File: src/rtl/mips_pkg.sv
// Shared types, widths and helpers for the MIPS instruction-fetch slice.
// Latency: n/a (declarations only).
// Backpressure: n/a.
package mips_pkg;

   localparam int ADDR_WIDTH   = 32;
   localparam int INSTR_WITDTH = 32;

   localparam logic [ADDR_WIDTH-1:0] RESET_PC_DEFAULT = 32'h0000_0000;

   // RESET_S is only ever occupied while rst_n is low and for the
   // single cycle that follows its release.
   typedef enum logic [1:0] {
      RESET_S = 2'd0,
      FETCH   = 2'd1,
      EXEC    = 2'd2,
      FAULT   = 2'd3
   } fetch_state_t;

   // Branch displacement: sign-extended 16-bit immediate, in words.
   function automatic logic [ADDR_WIDTH-1:0] branch_offset(input logic [15:0] imm);
      return {{(ADDR_WIDTH-18){imm[15]}}, imm, 2'b00};
   endfunction

endpackage

File: src/rtl/mips_ifetch_if.sv
// Instruction-memory read bus between the fetch unit and memory.
// Latency: n/a (wires only).
// Backpressure: memory stalls a request simply by withholding imem_ack.
//
// Signals:
//   imem_req   fetch unit -> memory   read request, held until acked
//   imem_addr  fetch unit -> memory   word-aligned fetch address
//   imem_ack   memory -> fetch unit   response valid; rdata sampled with it
//   imem_rdata memory -> fetch unit   instruction word
interface mips_ifetch_if;

   logic                             imem_req;
   logic [mips_pkg::ADDR_WIDTH-1:0]   imem_addr;
   logic                             imem_ack;
   logic [mips_pkg::INSTR_WITDTH-1:0] imem_rdata;

   modport master (
      output imem_req,
      output imem_addr,
      input  imem_ack,
      input  imem_rdata
   );

   modport slave (
      input  imem_req,
      input  imem_addr,
      output imem_ack,
      output imem_rdata
   );

endinterface

File: src/rtl/mips_pc_next.sv
// Next-PC selection: jump target, branch target or sequential PC.
// Latency: purely combinational.
// Backpressure: none; the caller decides when next_pc is consumed.
//
// Ports:
//   pc_plus4        in   address following the current instruction
//   instr_idx       in   instr[25:0] (jump index; [15:0] is the branch immediate)
//   pcsrc, jump     in   branch taken / jump; jump wins when both are set
//   tst_target_lsb  in   XORed into the branch target low bits to provoke a
//                        misaligned target; tie to zero in normal use
//   next_pc         out  selected next address (32-bit modulo arithmetic)
//   misaligned      out  next_pc is not word aligned
module mips_pc_next
   import mips_pkg::*;
(
   input  logic [ADDR_WIDTH-1:0] pc_plus4,
   input  logic [25:0]           instr_idx,
   input  logic                  pcsrc,
   input  logic                  jump,
   input  logic [1:0]            tst_target_lsb,
   output logic [ADDR_WIDTH-1:0] next_pc,
   output logic                  misaligned
);

   logic [ADDR_WIDTH-1:0] jump_target;
   logic [ADDR_WIDTH-1:0] branch_target;

   // Jump stays inside the 256 MB region of the delay-slot address.
   assign jump_target   = {pc_plus4[ADDR_WIDTH-1:28], instr_idx, 2'b00};
   assign branch_target = (pc_plus4 + branch_offset(instr_idx[15:0]))
                          ^ {{(ADDR_WIDTH-2){1'b0}}, tst_target_lsb};

   always_comb begin
      next_pc = pc_plus4;
      if (jump) begin
         next_pc = jump_target;
      end else if (pcsrc) begin
         next_pc = branch_target;
      end
   end

   assign misaligned = |next_pc[1:0];

endmodule

File: src/rtl/mips_ifetch.sv
// Instruction fetch FSM: fetch a word, hold it for execute, then advance the PC.
// Latency: 2 cycles per instruction with a same-cycle ack; +1 per wait cycle.
// Backpressure: stall freezes EXEC; memory backpressure via late imem_ack, bounded by MAX_WAIT.
//
// Ports:
//   clk, rst_n      clock, asynchronous active-low reset
//   imem            instruction memory bus (master side)
//   instr           registered instruction for controller/datapath
//   instr_valid     instr is valid this cycle (EXEC)
//   pc, pc_plus4    address of instr and its successor
//   pcsrc, jump     branch taken / jump, only looked at in EXEC
//   stall           hold EXEC with all registers frozen
//   tst_target_lsb  misaligned-branch-target injection; tie to zero
//   fault           sticky: misaligned next PC or memory timeout
module mips_ifetch
   import mips_pkg::*;
#(
   parameter logic [ADDR_WIDTH-1:0] RESET_PC = RESET_PC_DEFAULT,
   parameter int                    MAX_WAIT = 15
) (
   input  logic                    clk,
   input  logic                    rst_n,
   mips_ifetch_if.master           imem,
   output logic [INSTR_WITDTH-1:0] instr,
   output logic                    instr_valid,
   output logic [ADDR_WIDTH-1:0]   pc,
   output logic [ADDR_WIDTH-1:0]   pc_plus4,
   input  logic                    pcsrc,
   input  logic                    jump,
   input  logic                    stall,
   input  logic [1:0]              tst_target_lsb,
   output logic                    fault
);

   localparam int                WAIT_W    = $clog2(MAX_WAIT + 1);
   localparam logic [WAIT_W-1:0] WAIT_LAST = WAIT_W'(MAX_WAIT - 1);
   localparam logic [WAIT_W-1:0] WAIT_MAX  = WAIT_W'(MAX_WAIT);

   fetch_state_t          state;
   fetch_state_t          state_nxt;
   logic [WAIT_W-1:0]     wait_cnt;
   logic [WAIT_W-1:0]     wait_cnt_nxt;
   logic                  load_instr;
   logic                  load_pc;
   logic [ADDR_WIDTH-1:0] next_pc;
   logic                  next_misaligned;

   assign pc_plus4       = pc + 32'd4;
   assign imem.imem_addr = pc;

   mips_pc_next u_pc_next (
      .pc_plus4       (pc_plus4),
      .instr_idx      (instr[25:0]),
      .pcsrc          (pcsrc),
      .jump           (jump),
      .tst_target_lsb (tst_target_lsb),
      .next_pc        (next_pc),
      .misaligned     (next_misaligned)
   );

   always_ff @(posedge clk or negedge rst_n) begin
      if (!rst_n) begin
         state <= RESET_S;
      end else begin
         state <= state_nxt;
      end
   end

   // imem_req, instr_valid and fault depend on state alone, so a memory
   // that answers combinationally from imem_req cannot form a loop.
   always_comb begin
      state_nxt     = state;
      wait_cnt_nxt  = wait_cnt;
      load_instr    = 1'b0;
      load_pc       = 1'b0;
      imem.imem_req = 1'b0;
      instr_valid   = 1'b0;
      fault         = 1'b0;
      case (state)
         RESET_S: begin
            wait_cnt_nxt = '0;
            state_nxt    = FETCH;
         end
         FETCH: begin
            imem.imem_req = 1'b1;
            if (imem.imem_ack) begin
               // An ack on the last allowed cycle still wins over the timeout.
               load_instr = 1'b1;
               state_nxt  = EXEC;
            end else if (wait_cnt == WAIT_LAST) begin
               wait_cnt_nxt = WAIT_MAX;
               state_nxt    = FAULT;
            end else begin
               wait_cnt_nxt = wait_cnt + 1'b1;
            end
         end
         EXEC: begin
            instr_valid = 1'b1;
            if (!stall) begin
               if (next_misaligned) begin
                  // Keep pc pointing at the offending instruction.
                  state_nxt = FAULT;
               end else begin
                  load_pc      = 1'b1;
                  wait_cnt_nxt = '0;
                  state_nxt    = FETCH;
               end
            end
         end
         FAULT: begin
            fault = 1'b1;
         end
         default: begin
            state_nxt = FAULT;
         end
      endcase
   end

   always_ff @(posedge clk or negedge rst_n) begin
      if (!rst_n) begin
         pc       <= RESET_PC;
         instr    <= '0;
         wait_cnt <= '0;
      end else begin
         wait_cnt <= wait_cnt_nxt;
         if (load_instr) begin
            instr <= imem.imem_rdata;
         end
         if (load_pc) begin
            pc <= next_pc;
         end
      end
   end

endmodule

File: src/flat_wrapper.sv
// flat-port wrapper written by rule: the top's interface ports become plain ports
module mips_ifetch_flat import mips_pkg::*;
#(
   parameter logic [ADDR_WIDTH-1:0] RESET_PC = RESET_PC_DEFAULT,
   parameter int                    MAX_WAIT = 15
)
  (clk, rst_n, instr, instr_valid, pc, pc_plus4, pcsrc, jump, stall, tst_target_lsb, fault, imem_imem_req, imem_imem_addr, imem_imem_ack, imem_imem_rdata);
  mips_ifetch_if imem_i ();
  input  logic clk;
  input  logic rst_n;
  output logic [INSTR_WITDTH-1:0] instr;
  output logic instr_valid;
  output logic [ADDR_WIDTH-1:0] pc;
  output logic [ADDR_WIDTH-1:0] pc_plus4;
  input  logic pcsrc;
  input  logic jump;
  input  logic stall;
  input  logic [1:0] tst_target_lsb;
  output logic fault;
  output wire logic [$bits(imem_i.imem_req)-1:0] imem_imem_req;
  output wire logic [$bits(imem_i.imem_addr)-1:0] imem_imem_addr;
  input wire logic [$bits(imem_i.imem_ack)-1:0] imem_imem_ack;
  input wire logic [$bits(imem_i.imem_rdata)-1:0] imem_imem_rdata;
  assign imem_imem_req = imem_i.imem_req;
  assign imem_imem_addr = imem_i.imem_addr;
  assign imem_i.imem_ack = imem_imem_ack;
  assign imem_i.imem_rdata = imem_imem_rdata;
  mips_ifetch #(.RESET_PC(RESET_PC), .MAX_WAIT(MAX_WAIT)) u_core (.clk(clk), .rst_n(rst_n), .imem(imem_i), .instr(instr), .instr_valid(instr_valid), .pc(pc), .pc_plus4(pc_plus4), .pcsrc(pcsrc), .jump(jump), .stall(stall), .tst_target_lsb(tst_target_lsb), .fault(fault));
endmodule
File: config.mk
export PLATFORM = sky130hd
export DESIGN_NAME = mips_ifetch_flat
export DESIGN_NICKNAME = d
export VERILOG_FILES = /design/src/rtl/mips_pkg.sv /design/src/rtl/mips_ifetch_if.sv /design/src/rtl/mips_pc_next.sv /design/src/rtl/mips_ifetch.sv /design/src/flat_wrapper.sv
export SDC_FILE = /design/constraint.sdc
export NUM_CORES = 1
export LEC_CHECK = 0
export ABC_AREA = 0
export CORE_MARGIN = 2
export CORE_UTILIZATION = 50
export DETAILED_ROUTE_END_ITERATION = 12
export DONT_BUFFER_PORTS = 1
export HOLD_SLACK_MARGIN = 0.12
export PLACE_DENSITY = 0.7
export SKIP_CTS_REPAIR_TIMING = 1
export SLEW_MARGIN = 40
export SYNTH_ARGS = -nofsm -noshare
export SYNTH_HDL_FRONTEND = slang
export SYNTH_SLANG_ARGS = --single-unit
File: constraint.sdc
create_clock -name clk -period 4.75 [get_ports clk]
set_clock_uncertainty 0.05 [all_clocks]
set_input_delay 0.95 -clock clk [delete_from_list [all_inputs] [get_ports clk]]
set_output_delay 0.95 -clock clk [all_outputs]
set_load 0.01 [all_outputs]
==> flow_metrics.tcl <==
set metrics [dict create \
    run_status "finished clean" \
    overflow 0 \
    worstSetupStartpointType "flip-flop" \
    setup_violations 0 \
    firstDrtPassIters 5 \
    period_needed_ps 4260 \
    max_freq_mhz 235 \
    ys_warn_count 0 \
    row_count 39 \
    slew_viol_final 0 \
    grt_use_total_pct 26.4 \
    dieArea_um2 12400 \
    fin_total_pwr_mw 5.57 \
    grt_max_degree 71 \
    grt_pass1_vias 4961 \
    nets 720 \
    synth_most_common_cell "dfrtp_1" \
    clk_path_buf_depth 2 \
    max_cap_viol_count 0 \
    detail_route.vias_per_cell 6.42 \
    ys_types 66 \
    rsz0062_at_grt "false" \
    initial_core_util_pct 50.8 \
    antenna_found_initial 1 \
    die_width_um 112 \
    holdWs_ps 251 \
    dp_hpwl_um 12000 \
    die_h_um 112 \
    ys_top_cells_by_count "dfrtp_1, nand2_1, a21oi_1" \
    place.gp.congestion 0.958 \
    ys.flop_type "dfrtp_1" \
    grt_pass1_wl_um 26400 \
    synth.largest_area_cell "dfrtp_1" \
    gr-usage-met1_pct 35.2 \
    endpoint_kind "flip-flop" \
    path_class "reg2reg" \
    clkTransAtPathRegs_ps 70 \
    synthCells 660 \
    finalCritPeriodShare_pct 89.8 \
    cp_data_arrival_time_ps 4470 \
    ir_drop_v 0.000437 \
    cts_tree "yes" \
    cp_data_required_time_ps 4960 \
    power_density_nw_per_um2 908 \
    grt_use_met2_pct 41.6 \
    worstMarginPinSlew_ps 792 \
    numCtsBuffers 9 \
    yosysSeqAreaShare_pct 30.3 \
    setup_tns_ps 0 \
    clk_latency_ps 350 \
    ant_nets 0 \
    ioPinCount 171 \
    syn_area_um2 5780 \
    remaining_drc_errors 0 \
    synth.avg_cell_area_um2 8.76 \
    yosys.area.top_type_share_pct 30.3 \
    synth_seq_cells 70 \
    htreeDepth 3 \
    cp_max_fo 7 \
    routed_wl_um 16300 \
    synth_area_leaders "dfrtp_1, ha_1, mux2_2" \
    clkSinkCount 70 \
    busiest_layer "met2" \
    syn2layout_area_growth_pct 6.06 \
    use_met3_pct 6.86 \
    slew_headroom_pct 46.9 \
    leakage_nw 2.70 \
    final-hold-violation-count 0 \
    fin_util_pct 53.9 \
    r2r_slack_ps 490 \
    place.port_buffers 0 \
    root_buffer "clkbuf_16" \
    synth_edf_count 0 \
    wl_per_cell_um 20.8 \
    diodes 0 \
    core_um2 11400 \
    via_count 5042 \
    drive_gt1_share_pct 14.3 \
    synth.net_count 743 \
    async_flop_share_pct 100 \
    drt_iter0_markers 315 \
    hold_class "in2async" \
]
## area by class of cell
cell class                 instances  area (µm²)
fill                            1029        5240
multi-input combinational        520        3640
sequential                        70        1750
clock buffer                      10         239
timing repair buffer              24         180
tap                              143         179
clock inverter                     6        92.6
inverter                          12        45.0
## stage by stage
step                cells  cell area [µm²]  setup WS, ps
detailed placement    769             5800           563
floorplan             660             5780           906
finish                785             6130           486
global placement      769             5800           620
CTS                   785             6130           529
global route          785             6130           229
## worst max-delay path, stage by stage (launching register included)
cell and delay (ps):
dfrtp_1 520, ha_1 270, nand4_1 220, nor2_1 360
nand3_1 140, xnor2_1 430, ha_1 400, a21oi_1 170
o21ai_0 180, or2_2 370, a31o_2 240, a211o_1 270
a21o_1 170, and4_1 190, o31ai_1 210
## path summary, 6_finish.rpt
check / start / endpoint / depth (start not counted)
min in group clk: u_core.wait_cnt[3] / u_core.wait_cnt[3] / 1
setup / recovery: u_core.imem.imem_addr[3] / u_core.imem.imem_addr[31] / 14
hold / removal: rst_n / u_core.imem.imem_addr[18] / 0
hold reg to reg: u_core.wait_cnt[3] / u_core.wait_cnt[3] / 1
setup reg to reg: u_core.imem.imem_addr[3] / u_core.imem.imem_addr[31] / 14
max in group asynchronous: rst_n / u_core.instr[15] / 0
## sequential cells by signal, indices dropped and copies added, names as in the netlist
register	flops
u_core.wait_cnt	4
u_core.instr	32
u_core.state	2
u_core.imem.imem_addr	32
## routing by layer
layer  up-vias  part of all wire, %
met2       229                   47
met5         -                    0
li1       2345                    -
met4         0                  2.4
met3        36                  8.4
met1      2432                   43
## cells in the final DEF, fill, tap and decap left out, drive strengths merged, types with 3 or more instances in the layout
| cell | instances |
|---|---|
| nor4 | 5 |
| o211a | 5 |
| a21o | 18 |
| mux2i | 5 |
| and4 | 3 |
| clkinv | 3 |
| o21a | 8 |
| nand2 | 65 |
| a211oi | 14 |
| xnor2 | 30 |
| and2 | 3 |
| nor3b | 3 |
| nand4 | 11 |
| mux2 | 34 |
| xor2 | 16 |
| a21oi | 51 |
| a31oi | 6 |
| buf | 24 |
| nor2 | 45 |
| inv | 11 |
| ha | 42 |
| o21ai | 43 |
| dfrtp | 70 |
| a31o | 5 |
| nor3 | 8 |
| and3 | 14 |
| nand3 | 21 |
| nand2b | 3 |
| o21bai | 4 |
| or3 | 5 |
| a211o | 7 |
| o211ai | 6 |
| o22ai | 4 |
| nor2b | 4 |
| o31ai | 9 |
| clkbuf | 10 |
## power breakdown
group / switching (mW) / total [mW] / internal (mW)
clock: 0.277 / 0.754 / 0.477
combinational: 1.87 / 3.31 / 1.43
sequential: 0.633 / 1.50 / 0.870
total: 2.78 / 5.57 / 2.78
## logic make-up (layout without fill, tap and decap cells)
kind of cell             Yosys count  after routing  share of synthesized area (%)
AO/OA/AOI/OAI                    196            196                           22.7
AND/OR/NAND/NOR                  196            196                           16.3
flip-flops                        70             70                           30.3
buffers and inverters             70             52                           6.78
XOR/XNOR                          46             46                           6.97
adder cells (fa/ha/maj)           43             43                           9.44
multiplexers                      39             39                           7.49
(Power assumes the default switching activity.)
